`config.mk`:
```
export PLATFORM = sky130hd
export DESIGN_NAME = last_node_process
export DESIGN_NICKNAME = d
export VERILOG_FILES = /design/src/rtl/lnp_pkg.sv /design/src/rtl/lnp_restore_table.sv /design/src/rtl/last_node_process.sv
export SDC_FILE = /design/constraint.sdc
export NUM_CORES = 2
export LEC_CHECK = 0
export CORE_MARGIN = 10
export CORE_UTILIZATION = 40
export DETAILED_ROUTE_END_ITERATION = 7
export PLACE_DENSITY = 0.62
export SLEW_MARGIN = 30
export SYNTH_ARGS = -nofsm -noshare
export SYNTH_HDL_FRONTEND = slang
export SYNTH_SLANG_ARGS = --single-unit
```
`constraint.sdc`:
```
create_clock -name clk -period 36.5 [get_ports clk]
set_input_delay 7.3 -clock clk [delete_from_list [all_inputs] [get_ports clk]]
set_output_delay 7.3 -clock clk [all_outputs]
set_load 0.05 [all_outputs]
```
`src/rtl/lnp_pkg.sv`:
```
// Shared definitions for the last-node TSN tag restore block: word-type codes,
// bit-field offsets of the head word, the TSN tag and restore-table entries, and FSM states.
package lnp_pkg;

    localparam int WORD_W = 134;
    localparam int MAC_W  = 48;

    // Word-type field at the top of each 134-bit word
    localparam int TYPE_HI = 133;
    localparam int TYPE_LO = 132;
    localparam logic [1:0] WT_HEAD = 2'b01;
    localparam logic [1:0] WT_BODY = 2'b11;
    localparam logic [1:0] WT_TAIL = 2'b10;

    // DMAC field of the head word, which carries the TSN tag on the way in
    localparam int DMAC_HI = 127;
    localparam int DMAC_LO = 80;

    // Flow ID position inside the 48-bit tag
    localparam int TAG_FID_LO = 31;

    // Restore-table entry layout: {valid, flowid, dmac}
    localparam int ENT_DMAC_LO = 0;
    localparam int ENT_FID_LO  = MAC_W;

    localparam logic [MAC_W-1:0] BCAST_MAC = {MAC_W{1'b1}};

    typedef enum logic [1:0] {
        ST_IDLE = 2'd0,
        ST_FWD  = 2'd1,
        ST_DROP = 2'd2
    } lnp_state_e;

    function automatic logic [1:0] word_type(input logic [WORD_W-1:0] w);
        return w[TYPE_HI:TYPE_LO];
    endfunction

endpackage

```
`src/rtl/lnp_restore_table.sv`:
```
// Flow-ID to original-DMAC restore table: true dual-port RAM with registered reads.
// Port A serves the CPU (read/write), port B serves the packet lookup (read-only).
module lnp_restore_table
    import lnp_pkg::*;
#(
    parameter int IDX_W  = 5,
    parameter int DATA_W = 63
) (
    input  logic              clk,
    input  logic              rst,
    input  logic [IDX_W-1:0]  a_addr,
    input  logic              a_wr,
    input  logic [DATA_W-1:0] a_wdata,
    input  logic              a_rd,
    output logic [DATA_W-1:0] a_rdata,
    input  logic [IDX_W-1:0]  b_addr,
    output logic [DATA_W-1:0] b_rdata
);

    localparam int DEPTH = 2 ** IDX_W;

    logic [DATA_W-1:0] mem [DEPTH];

    // NOTE: the array has no reset so it can map onto block RAM; software initialises it.
    always_ff @(posedge clk) begin
        if (a_wr) begin
            mem[a_addr] <= a_wdata;
        end
    end

    // Both read ports return the pre-write contents when a write hits the same address.
    always_ff @(posedge clk or posedge rst) begin
        if (rst) begin
            a_rdata <= '0;
        end else if (a_rd) begin
            a_rdata <= mem[a_addr];
        end
    end

    always_ff @(posedge clk or posedge rst) begin
        if (rst) begin
            b_rdata <= '0;
        end else begin
            b_rdata <= mem[b_addr];
        end
    end

endmodule

```
`src/rtl/last_node_process.sv`:
```
// Last TSN node egress: replaces the TSN tag in each head word's DMAC with the original
// DMAC from the restore table. Optional macro LNP_MISS_PASS_EN forwards misses as broadcast.
module last_node_process
    import lnp_pkg::*;
#(
    parameter int IDX_W    = 5,
    parameter int FLOWID_W = 14
) (
    input  logic                          clk,
    input  logic                          rst,
    input  logic [WORD_W-1:0]             iv_lnp_pkt_data,
    input  logic                          i_lnp_pkt_data_wr,
    input  logic [IDX_W-1:0]              iv_lnp_rmt_ram_addr,
    input  logic                          i_lnp_rmt_ram_wr,
    input  logic [1+FLOWID_W+MAC_W-1:0]   iv_lnp_rmt_ram_wdata,
    input  logic                          i_lnp_rmt_ram_rd,
    output logic [1+FLOWID_W+MAC_W-1:0]   ov_lnp_rmt_ram_rdata,
    output logic [WORD_W-1:0]             ov_lnp_pkt_data,
    output logic                          o_lnp_pkt_data_wr,
    input  logic                          i_lnp_fifo_full,
    output logic                          o_lnp_inpkt_pulse,
    output logic                          o_lnp_outpkt_pulse,
    output logic                          o_lnp_miss_pulse,
    output logic                          o_lnp_lost_head_pulse,
    output logic                          o_lnp_fifo_overflow
);

    localparam int ENT_W     = 1 + FLOWID_W + MAC_W;
    localparam int ENT_VALID = FLOWID_W + MAC_W;
    localparam int FID_BIT   = DMAC_LO + TAG_FID_LO;

    // S0: input register
    logic              s0_vld;
    logic [WORD_W-1:0] s0_data;
    // S1: waits for the registered lookup read
    logic              s1_vld;
    logic [WORD_W-1:0] s1_data;

    logic [IDX_W-1:0]  lookup_idx;
    logic [ENT_W-1:0]  entry;

    lnp_state_e state, state_nxt;

    logic              wr_nxt;
    logic [WORD_W-1:0] data_nxt;
    logic              outpkt_nxt;
    logic              miss_nxt;
    logic              lost_nxt;
    logic              ovf_nxt;

    logic [1:0]          s1_type;
    logic                s1_head;
    logic                s1_body_or_tail;
    logic                s1_tail;
    logic [FLOWID_W-1:0] tag_fid;
    logic                hit;

    always_ff @(posedge clk or posedge rst) begin
        if (rst) begin
            s0_vld            <= 1'b0;
            s0_data           <= '0;
            s1_vld            <= 1'b0;
            s1_data           <= '0;
            o_lnp_inpkt_pulse <= 1'b0;
        end else begin
            // NOTE: non-blocking assignments let every pipeline stage sample the old value of the previous one.
            s0_vld            <= i_lnp_pkt_data_wr;
            s0_data           <= iv_lnp_pkt_data;
            s1_vld            <= s0_vld;
            s1_data           <= s0_data;
            o_lnp_inpkt_pulse <= i_lnp_pkt_data_wr && (word_type(iv_lnp_pkt_data) == WT_HEAD);
        end
    end

    // The lookup address is taken from every S0 word; only head results are ever used.
    assign lookup_idx = s0_data[FID_BIT +: IDX_W];

    lnp_restore_table #(
        .IDX_W  (IDX_W),
        .DATA_W (ENT_W)
    ) u_table (
        .clk     (clk),
        .rst     (rst),
        .a_addr  (iv_lnp_rmt_ram_addr),
        .a_wr    (i_lnp_rmt_ram_wr),
        .a_wdata (iv_lnp_rmt_ram_wdata),
        .a_rd    (i_lnp_rmt_ram_rd),
        .a_rdata (ov_lnp_rmt_ram_rdata),
        .b_addr  (lookup_idx),
        .b_rdata (entry)
    );

    assign s1_type         = word_type(s1_data);
    assign s1_head         = s1_vld && (s1_type == WT_HEAD);
    assign s1_tail         = s1_vld && (s1_type == WT_TAIL);
    assign s1_body_or_tail = s1_vld && ((s1_type == WT_BODY) || (s1_type == WT_TAIL));
    assign tag_fid         = s1_data[FID_BIT +: FLOWID_W];
    assign hit             = entry[ENT_VALID] && (entry[ENT_FID_LO +: FLOWID_W] == tag_fid);

    always_ff @(posedge clk or posedge rst) begin
        if (rst) begin
            state <= ST_IDLE;
        end else begin
            state <= state_nxt;
        end
    end

    // A head always starts a new packet whatever the state, which also silently
    // closes a forwarded packet whose tail was lost.
    always_comb begin
        // NOTE: every output of this block gets a default first so no latch is inferred.
        state_nxt  = state;
        wr_nxt     = 1'b0;
        data_nxt   = s1_data;
        outpkt_nxt = 1'b0;
        miss_nxt   = 1'b0;
        lost_nxt   = 1'b0;

        if (s1_head) begin
            miss_nxt = !hit;
            if (hit && !i_lnp_fifo_full) begin
                state_nxt                  = ST_FWD;
                wr_nxt                     = 1'b1;
                data_nxt[DMAC_HI:DMAC_LO]  = entry[ENT_DMAC_LO +: MAC_W];
`ifdef LNP_MISS_PASS_EN
            end else if (!i_lnp_fifo_full) begin
                state_nxt                  = ST_FWD;
                wr_nxt                     = 1'b1;
                data_nxt[DMAC_HI:DMAC_LO]  = BCAST_MAC;
`endif
            end else begin
                state_nxt = ST_DROP;
            end
        end else if (s1_body_or_tail) begin
            case (state)
                ST_IDLE: begin
                    lost_nxt = 1'b1;
                end
                ST_FWD: begin
                    wr_nxt = 1'b1;
                    if (s1_tail) begin
                        outpkt_nxt = 1'b1;
                        state_nxt  = ST_IDLE;
                    end
                end
                ST_DROP: begin
                    if (s1_tail) begin
                        state_nxt = ST_IDLE;
                    end
                end
                default: begin
                    state_nxt = ST_IDLE;
                end
            endcase
        end
    end

    // Full is only honoured at the head; mid-packet it is reported, not obeyed.
    assign ovf_nxt = wr_nxt && i_lnp_fifo_full;

    always_ff @(posedge clk or posedge rst) begin
        if (rst) begin
            o_lnp_pkt_data_wr     <= 1'b0;
            ov_lnp_pkt_data       <= '0;
            o_lnp_outpkt_pulse    <= 1'b0;
            o_lnp_miss_pulse      <= 1'b0;
            o_lnp_lost_head_pulse <= 1'b0;
            o_lnp_fifo_overflow   <= 1'b0;
        end else begin
            o_lnp_pkt_data_wr     <= wr_nxt;
            o_lnp_outpkt_pulse    <= outpkt_nxt;
            o_lnp_miss_pulse      <= miss_nxt;
            o_lnp_lost_head_pulse <= lost_nxt;
            o_lnp_fifo_overflow   <= ovf_nxt;
            if (wr_nxt) begin
                ov_lnp_pkt_data <= data_nxt;
            end
        end
    end

endmodule

```
==> summary.md <==
| Metric | Value |
|---|---|
| Run status | `finished, final reports clean` |
| Net Sw Power | `1.64 mW` |
| VDD IR-drop max | `62.9 uV` |
| Max_slew headroom | `0.271` |
| Number of gates resized after CTS | `0` |
| Clock H-tree levels | `5` |
| Final cycle utilization of the critical path | `0.339` |
| Clock slew at reported path FFs | `0.06 ns` |
| Worst Tran Pin Value | `1.09 ns` |
| Post-CTS Setup Inserts | `0` |
| First-pass GRT wire length | `519,000 um` |
| Mapped Cells | `5,771` |
| Cell taking the most area after synthesis | `edfxtp_1` |
| Boundary Pins | `411` |
| CTS tree | `built` |
| Synth cell types | `63` |
| Sw Share | `0.244` |
| Pwr per Cell Area | `53.4 nW/um^2` |
| Cell area after synthesis | `109,000 um^2` |
| Worst skew pair latency | `0.96 ns` |
| Max Fclk | `80.7 MHz` |
| Pre-CTS WS | `23.22 ns` |
| Setup tns final | `0 ns` |
| Worst Path Arrival | `13.22 ns` |
| Drt drc | `0` |
| Fill cells | `22,577` |
| Hold path start | `s0_data[132]$_DFF_PP0_` |
| Dominant cells by area after synthesis | `edfxtp_1 56%, mux4_2 14%, dfrtp_1 12%` |
| RSZ-0062 raised after global routing | `no` |
| Syn_nets | `5,981` |
| Fin nets | `6,473` |
| Largest net degree at the start of global routing | `124` |
| Comb pwr share | `0.099` |
| Synth Register Bits | `2,554` |
| Syn. warnings | `0` |
| Ys async rst share | `0.211` |
| Hold buffer count at CTS | `0` |
| Skew final | `0.0666 ns` |
| Standard-cell rows | `191` |
| WL/cell | `37.5 um` |
| Die W | `541 um` |
| Min-Delay Path Class | `flop to flop` |
| Crit Path Max Fanout | `94` |
| Reg2reg start | `s0_data[111]$_DFF_PP0_` |
| Top cell type's share of synthesized area | `0.557` |
| Int Pwr | `5.08 mW` |
| Tmin final | `12.39 ns` |
| CP max stage delay | `0.83 ns` |
| Gr usage total | `0.249` |
| GRT overflow | `0` |
| CP startpoint | `iv_lnp_rmt_ram_addr[0]` |
| Clock tree buffer depth | `4` |
| CTS buffer count | `290` |
| Die Height | `541 um` |
| DRT iter0 DRCs | `9,787` |
| Setup ws final | `24.11 ns` |
| Clk sink count | `2,554` |
| I/O Buffers | `410` |
| Post-DP HPWL | `218,000 um` |
| Sequential power share | `0.489` |
| CP endpoint kind | `flop` |
| Crit-path cells | `buf_8 > buf_12 > buf_4 > buf_4 > buf_4 > buf_4 > mux4_2 > a311o_1 > nor4_1 > a31oi_1` |
| Layout cells sized above 1 | `0.236` |
| Crit-path most repeated cell | `buf_4` |
| CTS root buffer | `clkbuf_16` |
| Final setup vio count | `0` |
| Via density | `6.51` |
| Max-cap viol count | `0` |
| Critical path required time | `37.33 ns` |
| Clock power share | `0.412` |
| PnR Total Power | `6.72 mW` |
| Seq/Total Area, Yosys | `0.681` |
| Mean Syn Cell Area | `18.8 um^2` |
| Worst setup SP type | `input port` |
| Slowest CP cell | `buf_4` |
| Hold Fails Final Rpt | `0` |
| WL final | `377,000 um` |
| GP Congestion | `0.828` |
| Slew Viols, Final | `0` |
| Drt pass-1 iters | `6` |
| Routed Antenna Nets | `0` |
| Via count | `65,492` |
| Die area | `293,000 um^2` |
| Commonest non-fill, non-tap cells in the layout | `2,016 x edfxtp_1, 786 x mux2i_1, 685 x mux4_2` |
| Number of synthesized flops with an enable pin | `2,016` |
| Leading cell type in the layout, fill and taps excluded | `edfxtp_1` |
| Core area | `271,000 um^2` |
| Initial core utilization | `0.401` |
| Crit Path Class | `input port to flop` |
| Layout area overhead | `15.8%` |
| Vias in the first global route | `64,805` |
| P_leak | `43.6 nW` |
| Initial antenna violation count | `78` |
| Most used DFF post-synth | `edfxtp_1` |
area by class of cell:
cell class / count / area, um^2 / area share
Sequential cell: 2554 / 74000 / 0.588
Multi-Input combinational cell: 2786 / 32600 / 0.259
Clock buffer: 385 / 8000 / 0.0636
Timing Repair Buffer: 625 / 5720 / 0.0455
Tap cell: 3570 / 4470 / 0.0355
Clock inverter: 111 / 840 / 0.00668
Antenna cell: 27 / 67.6 / 0.000537
Inverter: 6 / 35.0 / 0.000279
through the flow:
step	hold slack (ns)	instances	area, um^2	utilization
after floorplan	0.331	5771	109000	-
after global placement	0.331	9518	117000	0.431
after detailed placement	0.335	9537	117000	0.433
after CTS	0.337	10033	126000	0.465
after global routing	0.346	10047	126000	0.465
final	0.339	10064	126000	0.465
flip-flops by register name, summed over array words and instances, names as in the netlist, 2 cells and up:
| name | count |
|---|---|
| s1_data | 134 |
| ov_lnp_pkt_data | 134 |
| s0_data | 134 |
| u_table.b_rdata | 63 |
| u_table.a_rdata | 63 |
| u_table.mem | 2016 |
| state | 2 |
logic make-up after synthesis:
logic type,after synthesis,synth area share
AOI/OAI and AO/OA,810,0.0521
xor gates and xnor gates,14,0.00113
adders and majority gates,2,0.000230
buffers and inverters,431,0.0228
DFF,2554,0.681
muxes,1558,0.224
and+or+nand+nor,402,0.0185
power groups by stage:
stage	Clock (mW)	Combinational, mW	Sequential (mW)
global route	2.92	0.694	3.29
CTS	2.80	0.665	3.29
finish	2.77	0.666	3.28
global placement	0	0.657	3.34
floorplan	0	0.281	3.43
detailed placement	0	0.663	3.35
Yosys cell counts (42+ instances only):
cell and count:
a22o_1 52, o221ai_1 55, nor4_1 54, edfxtp_1 2016
mux4_2 685, dfrtp_1 538, mux2i_1 786, mux2_2 78
a22oi_1 81, a21oi_1 83, buf_6 42, nor2_1 184
clkbuf_1 162, o21ai_0 71, nand2_1 55, a221oi_1 78
o22ai_1 260, buf_4 84, buf_2 110
final timing paths:
kind,to,slack [ns],cells past startpoint
min in group asynchronous,s1_data[52]$_DFF_PP0_,6.97,2
setup reg to reg,u_table.b_rdata[21]$_DFF_PP0_,30.46,9
setup / recovery,u_table.a_rdata[31]$_DFFE_PP0P_,24.11,10
hold reg to reg,s1_data[132]$_DFF_PP0_,0.34,0
max in group asynchronous,s0_data[114]$_DFF_PP0_,26.11,6
hold / removal,s1_data[132]$_DFF_PP0_,0.34,0
per-layer routing:
metal,vias to the layer above,GRT usage,wire length [um]
met3,837,0.0756,46400
met5,-,0,419
li1,25134,-,-
met1,34814,0.341,146000
met4,58,0.0958,15000
met2,4649,0.375,169000
critical path: cells and delay by family:
family          cells  cell delay [ns]
mux                 1             0.59
compound gates      2             0.51
simple gates        1             0.38
buf+inv             6             3.86
No activity file was read; power rests on OpenSTA's default activity.
